$ cat src/rtl/rv_ctrl_pkg.sv
// Shared types and encodings for the RV32I multicycle control unit.
// Latency: n/a (declarations only).
// Backpressure: n/a.
package rv_ctrl_pkg;

    typedef enum logic [3:0] {
        S_FETCH,
        S_DECODE,
        S_MEMADR,
        S_MEMREAD,
        S_MEMWB,
        S_MEMWRITE,
        S_EXECR,
        S_EXECI,
        S_ALUWB,
        S_BRANCH,
        S_JAL,
        S_TRAP
    } state_t;

    localparam logic [6:0] OP_LOAD   = 7'b0000011;
    localparam logic [6:0] OP_STORE  = 7'b0100011;
    localparam logic [6:0] OP_RTYPE  = 7'b0110011;
    localparam logic [6:0] OP_ITYPE  = 7'b0010011;
    localparam logic [6:0] OP_BRANCH = 7'b1100011;
    localparam logic [6:0] OP_JAL    = 7'b1101111;

    // Must match the sign-extension unit's format select.
    localparam logic [1:0] IMM_I = 2'b00;
    localparam logic [1:0] IMM_S = 2'b01;
    localparam logic [1:0] IMM_B = 2'b10;
    localparam logic [1:0] IMM_J = 2'b11;

    localparam logic [2:0] ALU_ADD = 3'b000;
    localparam logic [2:0] ALU_SUB = 3'b001;
    localparam logic [2:0] ALU_AND = 3'b010;
    localparam logic [2:0] ALU_OR  = 3'b011;
    localparam logic [2:0] ALU_SLT = 3'b101;

    localparam logic [1:0] ALUOP_ADD   = 2'b00;
    localparam logic [1:0] ALUOP_SUB   = 2'b01;
    localparam logic [1:0] ALUOP_FUNCT = 2'b10;

    localparam logic       ADR_PC     = 1'b0;
    localparam logic       ADR_ALUOUT = 1'b1;

    localparam logic [1:0] RES_ALUOUT = 2'b00;
    localparam logic [1:0] RES_DATA   = 2'b01;
    localparam logic [1:0] RES_ALU    = 2'b10;

    localparam logic [1:0] SRCA_PC    = 2'b00;
    localparam logic [1:0] SRCA_OLDPC = 2'b01;
    localparam logic [1:0] SRCA_RS1   = 2'b10;

    localparam logic [1:0] SRCB_RS2  = 2'b00;
    localparam logic [1:0] SRCB_IMM  = 2'b01;
    localparam logic [1:0] SRCB_FOUR = 2'b10;

    // Unknown opcodes and unsupported funct3 values both report as illegal.
    function automatic logic insn_legal(input logic [6:0] op, input logic [2:0] funct3);
        logic ok;
        ok = 1'b0;
        case (op)
            OP_LOAD, OP_STORE:  ok = (funct3 == 3'b010);
            OP_BRANCH:          ok = (funct3 == 3'b000) || (funct3 == 3'b001);
            OP_RTYPE, OP_ITYPE: ok = (funct3 == 3'b000) || (funct3 == 3'b010) ||
                                     (funct3 == 3'b110) || (funct3 == 3'b111);
            OP_JAL:             ok = 1'b1;
            default:            ok = 1'b0;
        endcase
        return ok;
    endfunction

endpackage

$ cat src/rtl/alu_decoder.sv
// Maps the FSM's coarse ALU request plus funct fields to an ALU operation.
// Latency: purely combinational.
// Backpressure: none.
module alu_decoder
    import rv_ctrl_pkg::*;
(
    input  logic [1:0] alu_op,
    input  logic [2:0] funct3,
    input  logic       funct7b5,
    input  logic       op5,
    output logic [2:0] alu_ctrl
);

    always_comb begin
        alu_ctrl = ALU_ADD;
        case (alu_op)
            ALUOP_SUB: alu_ctrl = ALU_SUB;
            ALUOP_FUNCT: begin
                case (funct3)
                    // op5 separates R-type from I-type: addi has no sub form.
                    3'b000:  alu_ctrl = (op5 && funct7b5) ? ALU_SUB : ALU_ADD;
                    3'b010:  alu_ctrl = ALU_SLT;
                    3'b110:  alu_ctrl = ALU_OR;
                    3'b111:  alu_ctrl = ALU_AND;
                    default: alu_ctrl = ALU_ADD;
                endcase
            end
            default: alu_ctrl = ALU_ADD;
        endcase
    end

endmodule

$ cat src/rtl/multicycle_ctrl.sv
// Multicycle RV32I control FSM driving datapath muxes, enables and ALU op.
// Latency: lw 5, sw/R/I/jal 4, branch 3 cycles with memory always ready.
// Backpressure: mem_ready low holds FETCH, MEMREAD and MEMWRITE.
module multicycle_ctrl
    import rv_ctrl_pkg::*;
(
    input  logic       clk,
    input  logic       rst_n,
    input  logic [6:0] op,
    input  logic [2:0] funct3,
    input  logic       funct7b5,
    input  logic       zero,
    input  logic       mem_ready,
    output logic       pc_write,
    output logic       adr_src,
    output logic       mem_write,
    output logic       ir_write,
    output logic [1:0] result_src,
    output logic [1:0] alu_src_a,
    output logic [1:0] alu_src_b,
    output logic [1:0] imm_src,
    output logic [2:0] alu_ctrl,
    output logic       reg_write,
    output logic       illegal
);

    state_t     state, next_state;
    logic [1:0] alu_op;
    logic       pc_write_raw, mem_write_raw, ir_write_raw, reg_write_raw, illegal_raw;

    always_ff @(posedge clk) begin
        if (!rst_n) state <= S_FETCH;
        else        state <= next_state;
    end

    alu_decoder u_alu_decoder (
        .alu_op   (alu_op),
        .funct3   (funct3),
        .funct7b5 (funct7b5),
        .op5      (op[5]),
        .alu_ctrl (alu_ctrl)
    );

    always_comb begin
        next_state    = state;
        pc_write_raw  = 1'b0;
        mem_write_raw = 1'b0;
        ir_write_raw  = 1'b0;
        reg_write_raw = 1'b0;
        illegal_raw   = 1'b0;
        adr_src       = ADR_PC;
        result_src    = RES_ALUOUT;
        alu_src_a     = SRCA_PC;
        alu_src_b     = SRCB_RS2;
        imm_src       = IMM_I;
        alu_op        = ALUOP_ADD;

        case (state)
            S_FETCH: begin
                alu_src_b    = SRCB_FOUR;
                result_src   = RES_ALU;
                ir_write_raw = mem_ready;
                pc_write_raw = mem_ready;
                if (mem_ready) next_state = S_DECODE;
            end
            S_DECODE: begin
                // Precompute oldPC+imm; jal needs the J immediate, branches the B one.
                alu_src_a = SRCA_OLDPC;
                alu_src_b = SRCB_IMM;
                imm_src   = (op == OP_JAL) ? IMM_J : IMM_B;
                if (!insn_legal(op, funct3)) next_state = S_TRAP;
                else begin
                    case (op)
                        OP_LOAD, OP_STORE: next_state = S_MEMADR;
                        OP_RTYPE:          next_state = S_EXECR;
                        OP_ITYPE:          next_state = S_EXECI;
                        OP_BRANCH:         next_state = S_BRANCH;
                        default:           next_state = S_JAL;
                    endcase
                end
            end
            S_MEMADR: begin
                alu_src_a  = SRCA_RS1;
                alu_src_b  = SRCB_IMM;
                imm_src    = op[5] ? IMM_S : IMM_I;
                next_state = op[5] ? S_MEMWRITE : S_MEMREAD;
            end
            S_MEMREAD: begin
                adr_src = ADR_ALUOUT;
                if (mem_ready) next_state = S_MEMWB;
            end
            S_MEMWB: begin
                result_src    = RES_DATA;
                reg_write_raw = 1'b1;
                next_state    = S_FETCH;
            end
            S_MEMWRITE: begin
                adr_src       = ADR_ALUOUT;
                mem_write_raw = 1'b1;
                if (mem_ready) next_state = S_FETCH;
            end
            S_EXECR: begin
                alu_src_a  = SRCA_RS1;
                alu_src_b  = SRCB_RS2;
                alu_op     = ALUOP_FUNCT;
                next_state = S_ALUWB;
            end
            S_EXECI: begin
                alu_src_a  = SRCA_RS1;
                alu_src_b  = SRCB_IMM;
                imm_src    = IMM_I;
                alu_op     = ALUOP_FUNCT;
                next_state = S_ALUWB;
            end
            S_ALUWB: begin
                result_src    = RES_ALUOUT;
                reg_write_raw = 1'b1;
                next_state    = S_FETCH;
            end
            S_BRANCH: begin
                alu_src_a    = SRCA_RS1;
                alu_src_b    = SRCB_RS2;
                alu_op       = ALUOP_SUB;
                result_src   = RES_ALUOUT;
                pc_write_raw = zero ^ funct3[0];
                next_state   = S_FETCH;
            end
            S_JAL: begin
                // PC takes the DECODE target from ALUOut while ALU forms oldPC+4 for rd.
                alu_src_a    = SRCA_OLDPC;
                alu_src_b    = SRCB_FOUR;
                result_src   = RES_ALUOUT;
                pc_write_raw = 1'b1;
                next_state   = S_ALUWB;
            end
            S_TRAP: begin
                illegal_raw = 1'b1;
            end
            default: next_state = S_TRAP;
        endcase
    end

    assign pc_write  = pc_write_raw  & rst_n;
    assign mem_write = mem_write_raw & rst_n;
    assign ir_write  = ir_write_raw  & rst_n;
    assign reg_write = reg_write_raw & rst_n;
    assign illegal   = illegal_raw   & rst_n;

endmodule

$ cat config.mk
export PLATFORM = sky130hd
export DESIGN_NAME = multicycle_ctrl
export DESIGN_NICKNAME = d
export VERILOG_FILES = /design/src/rtl/rv_ctrl_pkg.sv /design/src/rtl/alu_decoder.sv /design/src/rtl/multicycle_ctrl.sv
export SDC_FILE = /design/constraint.sdc
export NUM_CORES = 1
export LEC_CHECK = 0
export ABC_CLOCK_PERIOD_IN_PS = 1580
export CAP_MARGIN = 20
export CELL_PAD_IN_SITES_DETAIL_PLACEMENT = 1
export CELL_PAD_IN_SITES_GLOBAL_PLACEMENT = 1
export CORE_ASPECT_RATIO = 0.9
export CORE_MARGIN = 2
export CORE_UTILIZATION = 26
export CTS_CLUSTER_SIZE = 16
export DETAILED_ROUTE_END_ITERATION = 10
export HOLD_SLACK_MARGIN = 0.06
export PLACE_DENSITY_LB_ADDON = 0.3
export SLEW_MARGIN = 15
export SYNTH_ARGS = -nofsm -noshare
export SYNTH_HDL_FRONTEND = slang
export SYNTH_SLANG_ARGS = --single-unit
$ cat constraint.sdc
create_clock -name clk -period 1.58 [get_ports clk]
set_input_delay 0.316 -clock clk [delete_from_list [all_inputs] [get_ports clk]]
set_output_delay 0.316 -clock clk [all_outputs]
set_load 0.02 [all_outputs]
==> results.py, run 1 <==
metrics = {
    "outcome": {
        "outcome": "stopped before the end",
        "lastStage": "global routing (5_1_grt)",
        "error_line": "[ERROR DPL-0033] detailed placement checks failed during check placement.",
    },
    "clocking": {
        "cts.sinks": 4,
        "cts_root_buf": "clkbuf_4",
        "clock_path_buffers": 2,
        "numCtsBuffers": 3,
        "h-tree-depth": 1,
    },
    "floorplan": {
        "initial_core_util_pct": 28.00,
        "ioPinCount": 32,
        "die_h_um": 56.24,
        "fp-row-count": 18,
        "die_w_um": 62.04,
    },
    "global_route": {
        "grt_antenna_before_repair": 0,
        "grt_max_degree": 14,
    },
    "yosys": {
        "synth_area_leader_cell": "dfxtp_1",
        "synth_area_um2": 788.3,
        "avgSynthCellArea_um2": 7.038,
        "synth_top_area_share_pct": 10.16,
        "yosys_warnings": 0,
        "ys_seq_elements": 4,
        "synthFlopType": "dfxtp_1",
        "synth_cell_types": 46,
        "synth_nets": 129,
        "synthTopCellsByArea": "dfxtp_1 (10%), buf_2 (5.1%), nor3_1 (5.1%), xnor2_1 (4.4%), nor2_1 (4.3%)",
        "ys_async_sr_fraction_pct": 0,
        "syn_inst": 112,
        "synth-seq-area-share_pct": 10.16,
        "synth_edf_count": 0,
    },
    "placement": {
        "dpl-instance-area_um2": 1524,
        "dp.final_hpwl_um": 2960,
        "gp_congestion": 0.8454,
        "dp_slack_ns": -0.7765,
        "port_buffers": 31,
    },
    "sta": {
        "worstEpCategory": "output port",
        "grt-worst-endpoint": "alu_ctrl[1]",
    },
}
[through the flow]
stage | std cells | util (%) | setup TNS, ns
global placement | 217 | 54.13 | -9.147
CTS | 232 | 66.36 | -2.140
floorplan | 112 | - | -0.1945
detailed placement | 217 | 54.13 | -9.631
[timing repair]
| action | 4_1_cts |
|---|---|
| hold buffers | 0 |
| pin swaps | 17 |
| gates resized for setup | 162 |
| cloned | 2 |
| buffers inserted | 10 |
| endpoints found under the setup margin | 21 |
[cells by family after synthesis]
kind of cell	share of synthesized area [%]
AOI/OAI and AO/OA	31.91
xor gates and xnor gates	4.444
adders and majority gates	3.174
buffers and inverters	9.841
DFF	10.16
and+or+nand+nor	40.48
[cells in the mapped netlist (3+ instances only)]
| master | count |
|---|---|
| a21oi_1 | 5 |
| and2_1 | 3 |
| and3_1 | 3 |
| buf_2 | 8 |
| dfxtp_1 | 4 |
| inv_1 | 6 |
| nand2_1 | 7 |
| nand2b_1 | 4 |
| nor2_1 | 9 |
| nor2b_1 | 5 |
| nor3_1 | 8 |
| o21ai_0 | 4 |
| xnor2_1 | 4 |
==> inputs of run 2 (changes only) <==
==> config.mk (replaced) <==
export PLATFORM = sky130hd
export DESIGN_NAME = multicycle_ctrl
export DESIGN_NICKNAME = d
export VERILOG_FILES = /design/src/rtl/rv_ctrl_pkg.sv /design/src/rtl/alu_decoder.sv /design/src/rtl/multicycle_ctrl.sv
export SDC_FILE = /design/constraint.sdc
export NUM_CORES = 1
export LEC_CHECK = 0
export ABC_CLOCK_PERIOD_IN_PS = 2100
export CAP_MARGIN = 20
export CORE_AREA = 2 2 63 65
export DETAILED_ROUTE_END_ITERATION = 10
export DIE_AREA = 0 0 65 67
export PLACE_DENSITY_LB_ADDON = 0.15
export SLEW_MARGIN = 15
export SYNTH_ARGS = -nofsm -noshare
export SYNTH_HDL_FRONTEND = slang
export SYNTH_SLANG_ARGS = --single-unit
==> constraint.sdc (replaced) <==
create_clock -name clk -period 2.1 [get_ports clk]
set_input_delay 0.42 -clock clk [delete_from_list [all_inputs] [get_ports clk]]
set_output_delay 0.42 -clock clk [all_outputs]
set_load 0.02 [all_outputs]
==> results.py, run 2 <==
metrics = {
    "sta": {
        "period_minus_slack_ns": 2.015,
        "rsz0062_at_grt": "no",
        "period_share_pct": 95.95,
        "finalSetupViolations": 0,
        "worstMarginPinSlew_ns": 0.3715,
        "layout_setup_ws_ns": 0.08514,
        "fin_skew_ns": 0.002590,
        "drv_slew": 0,
        "max-slew-margin-rel_pct": 74.91,
        "clock.fmax_ghz": 0.4963,
        "hold_viol_final": 0,
    },
    "yosys": {
        "post-synth-top-count-cell": "nor2_1",
        "avgSynthCellArea_um2": 7.038,
        "synth_area_um2": 788.3,
        "syn_inst": 112,
        "synthFlopType": "dfxtp_1",
        "synth_edf_count": 0,
        "yosys_warnings": 0,
        "synth-seq-area-share_pct": 10.16,
        "synth_top_area_share_pct": 10.16,
        "synth_area_leader_cell": "dfxtp_1",
        "synth_cell_types": 46,
        "ys_async_sr_fraction_pct": 0,
        "synthTopCellsByArea": "dfxtp_1 (10%), buf_2 (5.1%), nor3_1 (5.1%), xnor2_1 (4.4%), nor2_1 (4.3%)",
        "synth_common_cells": "nor2_1 (9), buf_2 (8), nor3_1 (8)",
        "synth_nets": 129,
        "ys_seq_elements": 4,
    },
    "clocking": {
        "clk_latency_ns": 0.22,
        "cts_tree": "done",
        "cts.sinks": 4,
        "numCtsBuffers": 3,
        "clock_path_buffers": 2,
        "cts_root_buf": "clkbuf_8",
        "path_clk_slew_ns": 0.03,
        "h-tree-depth": 1,
        "post-cts-setup-buffers": 0,
        "ctsHoldBuffers": 0,
    },
    "setup_path": {
        "critical-path-top-delay-family": "buffers and inverters",
        "arrival_ns": 1.59,
        "cp.required_ns": 1.68,
        "slowest_delay_ns": 0.45,
        "critical_path_buf_inv_count": 2,
        "cpMaxStageDelayCell": "dfxtp_1",
        "crit_path_cell_trace": "buf_6 > xnor2_1 > nor4b_1 > dlygate4sd2_1",
        "r2r_setup_slack_ns": 0.31,
        "crit_fanout": 17,
        "cp-end-kind": "primary output",
        "start_kind": "flip-flop",
        "crit_type": "reg -> out",
    },
    "placement": {
        "dp.final_hpwl_um": 2394,
        "post-place-cells": 220,
        "dp_slack_ns": -0.5386,
        "port_buffers": 31,
        "gp_congestion": 0.8168,
    },
    "global_route": {
        "grt_max_degree": 18,
        "grt-ovfl-total": 0,
        "first_global_vias": 1065,
        "grtUsageTotal_pct": 14.47,
        "grt_first_pass_wirelength_um": 5050,
        "grt_antenna_before_repair": 0,
    },
    "outcome": {
        "outcome": "complete, no violations",
    },
    "floorplan": {
        "die_h_um": 67,
        "die_w_um": 65,
        "initial_core_util_pct": 21.86,
        "ioPinCount": 32,
        "dieArea_um2": 4355,
        "fp-row-count": 22,
        "core_area_um2": 3606,
    },
    "layout": {
        "fin_nets": 194,
        "largest_register_ffs": 4,
        "drive_gt1_share_pct": 40.00,
        "regArea_um2": 83.83,
        "utilization_pct": 41.19,
        "instances_no_fill": 223,
        "layout_commonest_cell": "buf_4",
        "mostFrequentLayoutCells": "buf_4 (38), nor2_1 (8), dlygate4sd2_1 (8), clkdlybuf4s50_1 (7), dlymetal6s2s_1 (7)",
        "diodes": 0,
        "multiInputGateArea_um2": 681.9,
        "largest-register": "state",
        "syn2layout_area_growth_pct": 88.41,
        "top_regs": "state (4)",
        "fill_cells": 389,
    },
    "pwr": {
        "p_leak_nw": 0.7242,
        "irDropWorstVdd_mv": 0.2562,
        "power_density_nw_per_um2": 773.3,
    },
    "route": {
        "vias_per_cell": 4.901,
        "drt_iter0_markers": 55,
        "drtAntennaViolNets": 0,
        "drtPass1Iterations": 4,
        "wire_per_inst_um": 13.59,
        "vias": 1093,
        "drcViolationCount": 0,
        "wl_um": 3031,
    },
    "job": {
        "cap_violations": 0,
    },
    "worst_hold_path": {
        "hp-class": "in -> reg",
    },
}
run 2: layer usage:
layer | part of all wire, % | track usage (%) | wire length, µm | vias up
met3 | 4.2 | 1.689 | 128 | 2
met4 | 0.46 | 2.660 | 14 | 0
li1 | - | - | - | 543
met1 | 46 | 19.66 | 1383 | 518
met2 | 50 | 24.61 | 1504 | 30
met5 | 0 | 0 | 0 | -
run 2: per-stage QoR:
stage | power (mW) | hold WS [ns] | setup TNS (ns) | cell area [µm²]
detailed placement | 0.9913 | 0.7863 | -2.586 | 1414
floorplan | 0.5595 | 0.5395 | 0 | 793.3
CTS | 1.120 | 0.7903 | -0.01693 | 1425
global route | 1.243 | 0.7333 | 0 | 1485
global placement | 0.9920 | 0.7889 | -2.485 | 1414
finish | 1.148 | 0.6858 | 0 | 1485
run 2: cells by family (layout without fill, tap and decap cells):
kind of cell	Yosys count	count (layout)	share of synthesized area, %
AND/OR/NAND/NOR	53	53	40.48
AO/OA/AOI/OAI	33	33	31.91
buffers and inverters	16	79	9.841
XOR/XNOR	4	4	4.444
flip-flops	4	4	10.16
adder cells (fa/ha/maj)	2	2	3.174
run 2: layout make-up:
class,count,area share [%]
Multi-Input combinational cell,92,45.91
Timing Repair Buffer,70,40.10
Sequential cell,4,5.644
Tap cell,48,4.044
Clock buffer,3,2.780
Inverter,6,1.516
run 2: repair_timing:
action | in CTS | in global routing
pin swaps | 1 | 5
gates resized for setup | 43 | 25
endpoints found under the setup margin | 17 | 11
run 2: report_power, final:
group / internal [mW] / switching [mW] / leakage [nW]
sequential: 0.0978 / 0.0258 / 0.0339
clock: 0.122 / 0.0414 / 0.0216
combinational: 0.433 / 0.428 / 0.669
total: 0.653 / 0.495 / 0.724
run 2: tightest hold or removal path: cells and delay by family:
kind | cells | cell delay (ns)
AND/OR/NAND/NOR | 1 | 0.06
buffers and inverters | 2 | 0.23
AO/OA/AOI/OAI | 1 | 0.14
run 2: worst paths after layout:
path              cells after the start         to  startpoint
setup reg to reg                      7   state[2]    state[3]
hold reg to reg                       3   state[3]    state[1]
setup / recovery                      4  reg_write    state[2]
hold / removal                        4   state[3]       op[6]
Note: power is estimated with default switching activity, not from simulation.
